==> src/rtl/gray_pkg.sv <==
// Shared Gray-code helpers for counters and CDC pointer logic.
// Functions work on a fixed maximum width; callers zero-extend and truncate.
package gray_pkg;

   localparam int unsigned GRAY_MAX_W = 32;

   typedef logic [GRAY_MAX_W-1:0] gray_word_t;

   // Largest count representable in 'width' bits.
   function automatic gray_word_t max_count(input int unsigned width);
      if (width >= GRAY_MAX_W)
         return '1;
      return gray_word_t'((64'd1 << width) - 64'd1);
   endfunction

   function automatic gray_word_t bin2gray(input gray_word_t b);
      return b ^ (b >> 1);
   endfunction

   // Binary bit i is the XOR of all Gray bits at or above i.
   function automatic gray_word_t gray2bin(input gray_word_t g);
      gray_word_t b;
      b = '0;
      for (int unsigned i = 0; i < GRAY_MAX_W; i++)
         b[i] = ^(g >> i);
      return b;
   endfunction

endpackage

==> src/rtl/gray2bin_conv.sv <==
// Combinational WIDTH-bit Gray-to-binary decoder (prefix XOR from the MSB down).
module gray2bin_conv #(
   parameter int WIDTH = 4
) (
   input  logic [WIDTH-1:0] gray,
   output logic [WIDTH-1:0] bin
);

   always_comb begin
      bin = '0;
      for (int unsigned i = 0; i < WIDTH; i++)
         bin[i] = ^(gray >> i);
   end

endmodule

==> src/rtl/gray_updown_counter.sv <==
// Parametrised up/down Gray counter with enable, parallel load, wrap/saturate
// mode, registered binary mirror and a one-cycle boundary flag.
module gray_updown_counter
   import gray_pkg::*;
#(
   parameter int WIDTH    = 4,
   parameter bit SATURATE = 1'b0
) (
   input  logic             clk,
   input  logic             rst,
   input  logic             en,
   input  logic             up,
   input  logic             load,
   input  logic [WIDTH-1:0] load_gray,
   output logic [WIDTH-1:0] gray_out,
   output logic [WIDTH-1:0] bin_out,
   output logic             wrap
);

   localparam logic [WIDTH-1:0] MAX = WIDTH'(max_count(WIDTH));

   logic [WIDTH-1:0] load_bin;
   logic [WIDTH-1:0] bin_q;
   logic [WIDTH-1:0] bin_d;
   logic             wrap_d;

   gray2bin_conv #(.WIDTH(WIDTH)) u_load_dec (
      .gray (load_gray),
      .bin  (load_bin)
   );

   always_comb begin
      bin_d  = bin_q;
      wrap_d = 1'b0;
      if (load) begin
         bin_d = load_bin;
      end else if (en) begin
         if (up) begin
            if (bin_q == MAX) begin
               wrap_d = 1'b1;
               bin_d  = SATURATE ? bin_q : '0;
            end else begin
               bin_d = bin_q + 1'b1;
            end
         end else begin
            if (bin_q == '0) begin
               wrap_d = 1'b1;
               bin_d  = SATURATE ? bin_q : MAX;
            end else begin
               bin_d = bin_q - 1'b1;
            end
         end
      end
   end

   // Gray is encoded from the next binary value so both outputs change on the same edge.
   always_ff @(posedge clk) begin
      if (rst) begin
         bin_q    <= '0;
         gray_out <= '0;
         wrap     <= 1'b0;
      end else begin
         bin_q    <= bin_d;
         gray_out <= WIDTH'(bin2gray(GRAY_MAX_W'(bin_d)));
         wrap     <= wrap_d;
      end
   end

   assign bin_out = bin_q;

endmodule

==> config.mk <==
export PLATFORM = sky130hd
export DESIGN_NAME = gray_updown_counter
export DESIGN_NICKNAME = d
export VERILOG_FILES = /design/src/rtl/gray_pkg.sv /design/src/rtl/gray2bin_conv.sv /design/src/rtl/gray_updown_counter.sv
export SDC_FILE = /design/constraint.sdc
export NUM_CORES = 1
export LEC_CHECK = 0
export ABC_CLOCK_PERIOD_IN_PS = 3800
export CORE_AREA = 2 2 39 41
export CTS_CLUSTER_SIZE = 10
export DETAILED_ROUTE_END_ITERATION = 8
export DIE_AREA = 0 0 41 43
export DONT_BUFFER_PORTS = 1
export SKIP_CTS_REPAIR_TIMING = 1
export SLEW_MARGIN = 20
export SYNTH_ARGS = -nofsm -noshare
export SYNTH_HDL_FRONTEND = slang
export SYNTH_HIERARCHICAL = 1
export SYNTH_SLANG_ARGS = --single-unit
==> constraint.sdc <==
create_clock -name clk -period 3.8 [get_ports clk]
set_input_delay 0.38 -clock clk [delete_from_list [all_inputs] [get_ports clk]]
set_output_delay 0.38 -clock clk [all_outputs]
set_load 0.01 [all_outputs]
* Word-level counts from Yosys, hierarchy flattened *
Cells that the tools add are included.

cells by class
  add/subtract/negate cells = 2
  equal/unequal tests = 1
  muxes and demuxes = 8
  bitwise gates (word level) = 2
  reduce and logical (&&, ||, !) cells = 6

operator list
  operator                                           number
  two-way mux 4 bit                                  5
  XOR reduction 4 bit                                4
  adder 4 x 1 -> 4 bit (second input constant)       1
  equality test 4 bit (second input constant)        1
  zero test 4 bit                                    1
  subtractor 4 x 1 -> 4 bit (second input constant)  1
  bitwise XOR 4 x 3 -> 4 bit                         1
  two-way mux 1 bit                                  3
  OR reduction 3 bit                                 1
  inverter 1 bit                                     1

word-level totals
  register bits after elaboration = 9
  bits of input ports = 9
  output and inout port bits = 9
  word-level logic and storage cells = 22

* Logic depth before layout (Yosys ltp) *
Gate-level depths: netlist (run 1).

  depth after elaboration = 6
  mapped depth = 7

* By module *
Netlist (run 1), hierarchy kept.

modules (own cells, without submodules)
  module               instances  cells each  area each (sq um)  sequential area each (sq um)
  gray_updown_counter  1          58          486.7              160.2
  gray2bin_conv        1          5           50.0               0.0

* Worst setup path after synthesis (run 1) *
OpenSTA, ideal clock, no wires.

  path type = register to register
  start = register bin_q[0] (netlist: bin_out[0])
  end = register gray_out[2]
  library setup time = 121 ps
  data arrival time = 1,706 ps
  required time = 3,679 ps
  setup slack = 1,974 ps
  stages on the path, launching flop included = 8
  buffers on the path = 0
  period minus slack after synthesis = 1,826 ps
  cells stage by stage = dfxtp_1 inv_2 ha_1 mux2_4 a211o_1 nand3_1 nor2_1 mux2_2

between the ends
  longest elaborated chain between the ends = 6

ends and longest elaborated chain
  element                                            line                                                  RTL
  start: declaration                                 gray_updown_counter.sv:23                             logic [WIDTH-1:0] bin_q;
  start signal: assignment                           gray_updown_counter.sv:63                             bin_q <= bin_d;
  subtractor 4 x 1 -> 4 bit (tied with other cells)  gray_updown_counter.sv:50                             bin_d = bin_q - 1'b1;
  two-way mux 4 bit (on tied branches)               gray_updown_counter.sv:46, gray_updown_counter.sv:39
  two-way mux 4 bit *                                gray_updown_counter.sv:38                             if (up) begin
  two-way mux 4 bit *                                gray_updown_counter.sv:37                             end else if (en) begin
  two-way mux 4 bit *                                gray_updown_counter.sv:35                             if (load) begin
  bitwise XOR 4 x 3 -> 4 bit *                       gray_pkg.sv:17                                        return b ^ (b >> 1);
  end signal: assignment                             gray_updown_counter.sv:64                             gray_out <= WIDTH'(bin2gray(GRAY_MAX_W'(bin_d)));
  end: declaration                                   gray_updown_counter.sv:15                             output logic [WIDTH-1:0] gray_out,

Mark *: on every way between the ends. The rest lies on a longest branch, timed or not.
A chain may end at the register's enable or synchronous reset.

* Final worst setup path (run 1) *
Ends and elaborated chain as after synthesis.

==> summary.txt, run 1 <==
Finish
  • Fillers: ~150
  • Finished Layout Cells: 77
  • Final net count: 74
  • Layout cells sized above 1: 13.1%
  • Final Cell Area: ~540 sq um
  • Ant diodes: 0
  • Register Area: about 160 sq um
  • Multi-input logic area: 327 sq um
  • Layout area overhead: 1.40%

Setup path
  • WS Path Type: reg -> reg
  • Data required time of the critical path: about 3900 ps
  • Crit. End Element: flip-flop
  • Crit path DAT: 2120 ps
  • Crit path max fanout: 8
  • CP startpoint kind: flip-flop

Global routing
  • Largest net degree at the start of global routing: 11
  • Vias in the first global route: ~400
  • First-pass GRT wire length: 1660 microns
  • Initial antenna violation count: 0
  • Total GRT Usage: between 10 and 15%
  • Total global routing overflow: 0

Routing
  • Total length of routed met2 wires: about 500 microns
  • Routed WL: 1010 microns
  • Wire per inst: between 10 and 15 microns
  • Met1 Routed Length: 471 microns
  • First-pass iteration count of the detailed router: 3
  • DRC errors left: 0
  • Post-DRT Antenna Nets: 0
  • Via-per-instance ratio: 5.31
  • Routed vias: 409
  • DR top layer: met3
  • Routed wl met3: 42 microns
  • Initial DRC count: 7

Clocking
  • H-tree depth: 1
  • TritonCTS buffer count: 3
  • Max Root-Sink Buffers: 2
  • Clk sinks: 8
  • Clock Latency Late Sink: 240 ps
  • Clock Tree Root: clkbuf_4
  • CTS tree: yes
  • Clk slew on worst S/H paths: ~50 ps

Placement
  • Placed Area: 522 sq um
  • Placed cell count: 74
  • Routability cong.: between 0.6 and 0.7
  • Port Buffers: 0
  • HPWL Detailed: 773 microns

Power and ir drop
  • Power Density: 429 mW/mm^2
  • Int Power: 161 uW
  • Total leakage power: between 0.0002 and 0.00025 uW
  • Clock share of power: between 20% and 30%
  • Combinational share of power: 25.9%
  • Share of power burned in registers: between 40 and 50%
  • Max IR drop VDD: approximately 0.0002 V
  • Switching part of the total: a little under a third
  • Psw: 72.2 uW
  • Overall power: 234 uW

Timing
  • Fmax: 504 MHz
  • Period utilisation layout: between 50% and 60%
  • Max Slew Vio Count: 0
  • RSZ-0062 raised after global routing: no
  • Slew @ Worst Pin: 391 ps
  • Worst Skew: about 4.3 ps
  • Setup_tns: 0 ps
  • Minimum clock period: 1980 ps
  • Worst slew margin: 73.2%
  • Final setup fails: 0
  • Fin. Hold Viols: 0
  • Final hold slack: 201 ps

Synth
  • Ys Warns: 6
  • Syn nets: 74
  • Ys async rst share: 0%
  • Post-synthesis cell area: 537 sq um
  • Ys flop type: dfxtp_1
  • Syn avg cell area: 8.52 sq um
  • Cell count after synthesis: 63
  • FF+latch count, synth: 8
  • Post-synth EDFFs: 0
  • Sequential area share after synthesis: 29.8%
  • Post-synthesis cell type count: 30

Run status
  • Status: finished clean

Die
  • Die area: 0.00176 sq mm
  • Std cell rows: 14
  • Die Y: 43 microns
  • Initial Util: 38.8%
  • Number of primary I/O pins: 18
  • Chip Width: 41 microns
  • CORE AREA: 0.00138 sq mm

Worst hold path
  • Hold crit path type: in -> reg

Flow run
  • Number of max-cap violations: 0
## worst max-delay path: stages, from the launching register on
cell,delay (ps)
dfxtp_1,530
inv_2,80
ha_1,240
mux2_4,290
a211o_1,300
nand3_1,130
nor2_1,60
mux2_2,250
## path summary, 6_finish.rpt
| check | startpoint | slack, ps | endpoint | cells after the start |
|---|---|---|---|---|
| max | bin_out[0] | 1820 | gray_out[2] | 7 |
| min | rst | 200 | gray_out[3] | 1 |
| max reg2reg | bin_out[0] | 1820 | gray_out[2] | 7 |
| min reg2reg | bin_out[2] | 730 | wrap | 3 |
## cell usage in the layout, fill, tap and decap left out
cell / instances
xor2_2: 1
o21ai_0: 2
xor2_1: 3
mux2i_1: 2
o31a_1: 1
nor2_1: 8
nand3_1: 2
o21a_1: 1
o31ai_1: 1
nor3_1: 2
inv_1: 3
nand2b_1: 2
ha_1: 2
a211o_1: 1
a21oi_1: 4
xnor2_1: 3
a31oi_1: 3
mux2_2: 1
clkbuf_4: 3
nor3b_1: 1
or3b_2: 1
nand4_1: 2
o311a_1: 1
dfxtp_1: 8
nand2_1: 1
inv_2: 1
mux2_4: 1
## Yosys cell counts (2+ instances only)
master / count / area (sq um)
ha_1: 2 / 25.0
buf_4: 2 / 15.0
nor2_1: 8 / 30.0
nand3_1: 2 / 10.0
mux2i_1: 2 / 20.0
nand2b_1: 2 / 12.5
a21oi_1: 4 / 20.0
a31oi_1: 3 / 18.8
xor2_1: 3 / 26.3
nand4_1: 2 / 12.5
xnor2_1: 3 / 26.3
o21ai_0: 2 / 10.0
inv_1: 3 / 11.3
nor3_1: 2 / 10.0
dfxtp_1: 8 / 160
## metal layers
layer  up-vias  track usage, %
met5         -               0
met4         0            6.00
met3         0            2.09
met2         7            19.4
met1       186            19.0
li1        216               -
## power by group through the flow
stage	Clock, uW	Sequential, uW	Combinational [uW]
final	61.1	112	60.4
after global routing	68.6	114	69.4
after CTS	61.3	112	60.8
after detailed placement	0	114	59.9
after global placement	0	114	59.3
after floorplan	0	110	58.0
## area by class of cell
type	instances	area share [%]
Clock buffer	3	4.14
Sequential cell	8	29.4
Inverter	4	2.76
Multi-Input combinational cell	46	60.0
Tap cell	16	3.68
## flip-flops by register name (all words and copies together), names as in the netlist
| register | count |
|---|---|
| gray_out | 4 |
| bin_out | 3 |
| wrap | 1 |
## logic make-up after synthesis
family / share of synthesized area (%)
xor+xnor: 12.8
flops: 29.8
compound gates: 17.0
simple gates: 17.7
buf+inv: 9.32
fa+ha+maj: 4.66
mux: 8.62
## stage by stage
stage | setup slack (ps) | utilization [%]
after floorplan | 1970 | -
after global placement | 1820 | 37.7
after detailed placement | 1820 | 37.7
after CTS | 1820 | 39.3
after global routing | 1690 | 39.3
final | 1820 | 39.3
Power figures use the tool's default switching activity.
==> run 2, diff against run 1 <==
--- a/config.mk
+++ b/config.mk
@@ -5,7 +5,7 @@
 export SDC_FILE = /design/constraint.sdc
 export NUM_CORES = 1
 export LEC_CHECK = 0
-export ABC_CLOCK_PERIOD_IN_PS = 3800
+export ABC_CLOCK_PERIOD_IN_PS = 1600
 export CORE_AREA = 2 2 39 41
 export CTS_CLUSTER_SIZE = 10
 export DETAILED_ROUTE_END_ITERATION = 8
==> constraint.sdc (replaced) <==
create_clock -name clk -period 1.6 [get_ports clk]
set_input_delay 0.16 -clock clk [delete_from_list [all_inputs] [get_ports clk]]
set_output_delay 0.16 -clock clk [all_outputs]
set_load 0.01 [all_outputs]
==> run 2 against run 1 <==
Against the previous run:
- the flow now finishes with violations (setup timing)
- worst setup slack worse by 1800 ps
- die area unchanged
- global-route usage up 2.4 points
- sequential cell count unchanged
- clock-buffer cell count unchanged
- combinational power rose to 3.6 times the previous value
- critical path type unchanged
- largest power group unchanged
- highest routed layer unchanged
==> summary.txt, run 2 (synthesis results as in run 1) <==
Clocking
  • Clk sinks: 8 (unchanged)
  • H-tree depth: 1 (unchanged)
  • Clk slew on worst S/H paths: 50 ps (about the same)
  • Clock Latency Late Sink: 250 ps (about the same)
  • TritonCTS buffer count: 3 (unchanged)
  • Max Root-Sink Buffers: 2 (unchanged)
  • Clock Tree Root: clkbuf_4
  • CTS tree: yes

Finish
  • Max reg flops: 4 (unchanged)
  • Final Cell Area: 646 sq um (+19%)
  • Commonest cells after routing, fill and taps aside: 8 x nor2_1, 7 x buf_4, 6 x dfxtp_1
  • Layout area overhead: 20.3%
  • Register name with the most flops: gray_out
  • Finished Layout Cells: 85 (+10%)
  • Ant diodes: 0 (unchanged)
  • Most common cell after layout, fill and taps aside: nor2_1
  • Final net count: 82 (+11%)
  • Layout cells sized above 1: 33.3% (+20 points)

Power and ir drop
  • Psw: 193 uW (+170%)
  • Int Power: 425 uW (+160%)
  • Switching part of the total: 31.3% (+0.37 points)
  • Share of power burned in registers: 41.0% (-7.0 points)
  • Combinational share of power: 35.2% (+9.3 points)
  • Power Density: 958 mW/mm^2 (+120%)
  • Total leakage power: 0.000259 uW (+21%)
  • Clock share of power: 23.8% (-2.4 points)
  • Max IR drop VDD: 0.000468 V (+140%)

Global routing
  • Total global routing overflow: 0 (unchanged)
  • Initial antenna violation count: 0 (unchanged)
  • Largest net degree at the start of global routing: 10 (-1)
  • Total GRT Usage: 15.8% (+2.4 points)
  • First-pass GRT wire length: 1930 microns (+16%)
  • Vias in the first global route: 454 (+13%)

Timing
  • Period utilisation layout: 100% (+48 points)
  • Slew @ Worst Pin: 307 ps (-83.9 ps)
  • Worst Skew: 5.03 ps (+0.741 ps)
  • Max Slew Vio Count: 0 (unchanged)
  • Final setup fails: 1 (+1)
  • Minimum clock period: 1610 ps (-378 ps)
  • Fin. Hold Viols: 0 (unchanged)
  • Fmax: 623 MHz (+24%)
  • Final WS setup: -6.36 ps (-1820 ps)
  • Worst slew margin: 79.5% (+6.3 points)
  • RSZ-0062 raised after global routing: yes

Placement
  • Post-Place Worst Slack: -29.4 ps (-1850 ps)
  • HPWL Detailed: 902 microns (+17%)
  • Placed cell count: 81 (+9.5%)
  • Port Buffers: 0 (unchanged)
  • Placed Area: 589 sq um (+13%)
  • Routability cong.: 0.759 (+11%)

Setup path
  • Crit path max fanout: 3 (-5)
  • Reg2reg end: gray_out[2]
  • Critical Path Start: bin_out[0]
  • Crit. End Element: flip-flop
  • Crit path DAT: 1750 ps (-370 ps)
  • Worst reg-to-reg path cell count: 7 (unchanged)
  • CP startpoint kind: flip-flop
  • Worst reg2reg path startpoint: bin_out[0]
  • Data required time of the critical path: 1740 ps (-2190 ps)
  • WS Path Type: reg -> reg
  • CP Capture Point: gray_out[2]
  • R2r setup slk: -6 ps (-1820 ps)

Routing
  • Via-per-instance ratio: 5.60 (+5.4%)
  • Routed vias: 476 (+16%)
  • Wire per inst: 14.4 microns (+11%)
  • DRC errors left: 0 (unchanged)
  • Post-DRT Antenna Nets: 0 (unchanged)
  • Initial DRC count: 12 (+5)
  • First-pass iteration count of the detailed router: 4 (+1)
  • Routed WL: 1230 microns (+22%)

Worst hold path
  • Hold path startpoint: load
  • Hold crit path type: in -> reg

Die
  • Number of primary I/O pins: 18 (unchanged)
  • CORE AREA: 0.00138 sq mm (unchanged)
  • Std cell rows: 14 (unchanged)
  • Initial Util: 38.8% (unchanged)
  • Die area: 0.00176 sq mm (unchanged)
  • Die Y: 43 microns (unchanged)
  • Chip Width: 41 microns (unchanged)

Run status
  • Violated checks: setup timing
  • Status: finished, violations left

Flow run
  • Number of max-cap violations: 0 (unchanged)
[run 2: final cells by class]
| class | count | area (sq um) |
|---|---|---|
| fill | 136 | 738 |
| multi-input combinational | 46 | 358 |
| sequential | 8 | 168 |
| timing repair buffer | 8 | 62.6 |
| clock buffer | 3 | 22.5 |
| tap | 16 | 20.0 |
| inverter | 4 | 15.0 |
[run 2: worst max-delay path: stages, from the launching register on]
cell     delay, ps
dfxtp_4        350
inv_2           50
ha_4           160
nor2_1          90
o21ai_0        120
a31oi_1        200
o31a_1         200
mux2_2         330
[run 2: stage by stage]
step	hold slack, ps	setup TNS (ps)	power (uW)	util [%]
after CTS	-35.5	-86.6	604	44.2
after detailed placement	227	-57.9	453	42.6
after global placement	225	-37.6	452	42.6
after global routing	152	-66.2	658	46.7
final	136	-6.36	619	46.7
after floorplan	343	-9.55	405	-
[run 2: worst min-delay path by stage]
stage	to	cells past startpoint
4_1_cts	bin_out[0]	1
3_3_place_gp	bin_out[0]	1
5_1_grt	bin_out[2]	2
2_1_floorplan	wrap	2
6_report	bin_out[0]	3
3_5_place_dp	bin_out[0]	1
[run 2: power by group through the flow]
stage               logic (uW)  registers (uW)  clock network, uW
floorplan                  141             264                  0
global placement           196             256                  0
detailed placement         197             256                  0
CTS                        199             253                153
global route               239             257                163
finish                     218             254                147
[run 2: layer usage]
metal	vias to the layer above	routed length [microns]	track usage (%)	share of wire [%]
li1	230	-	-	-
met4	0	0	6.00	0
met1	223	519	21.5	42
met5	-	0	0	0
met2	23	619	22.8	50
met3	0	89	4.71	7.2
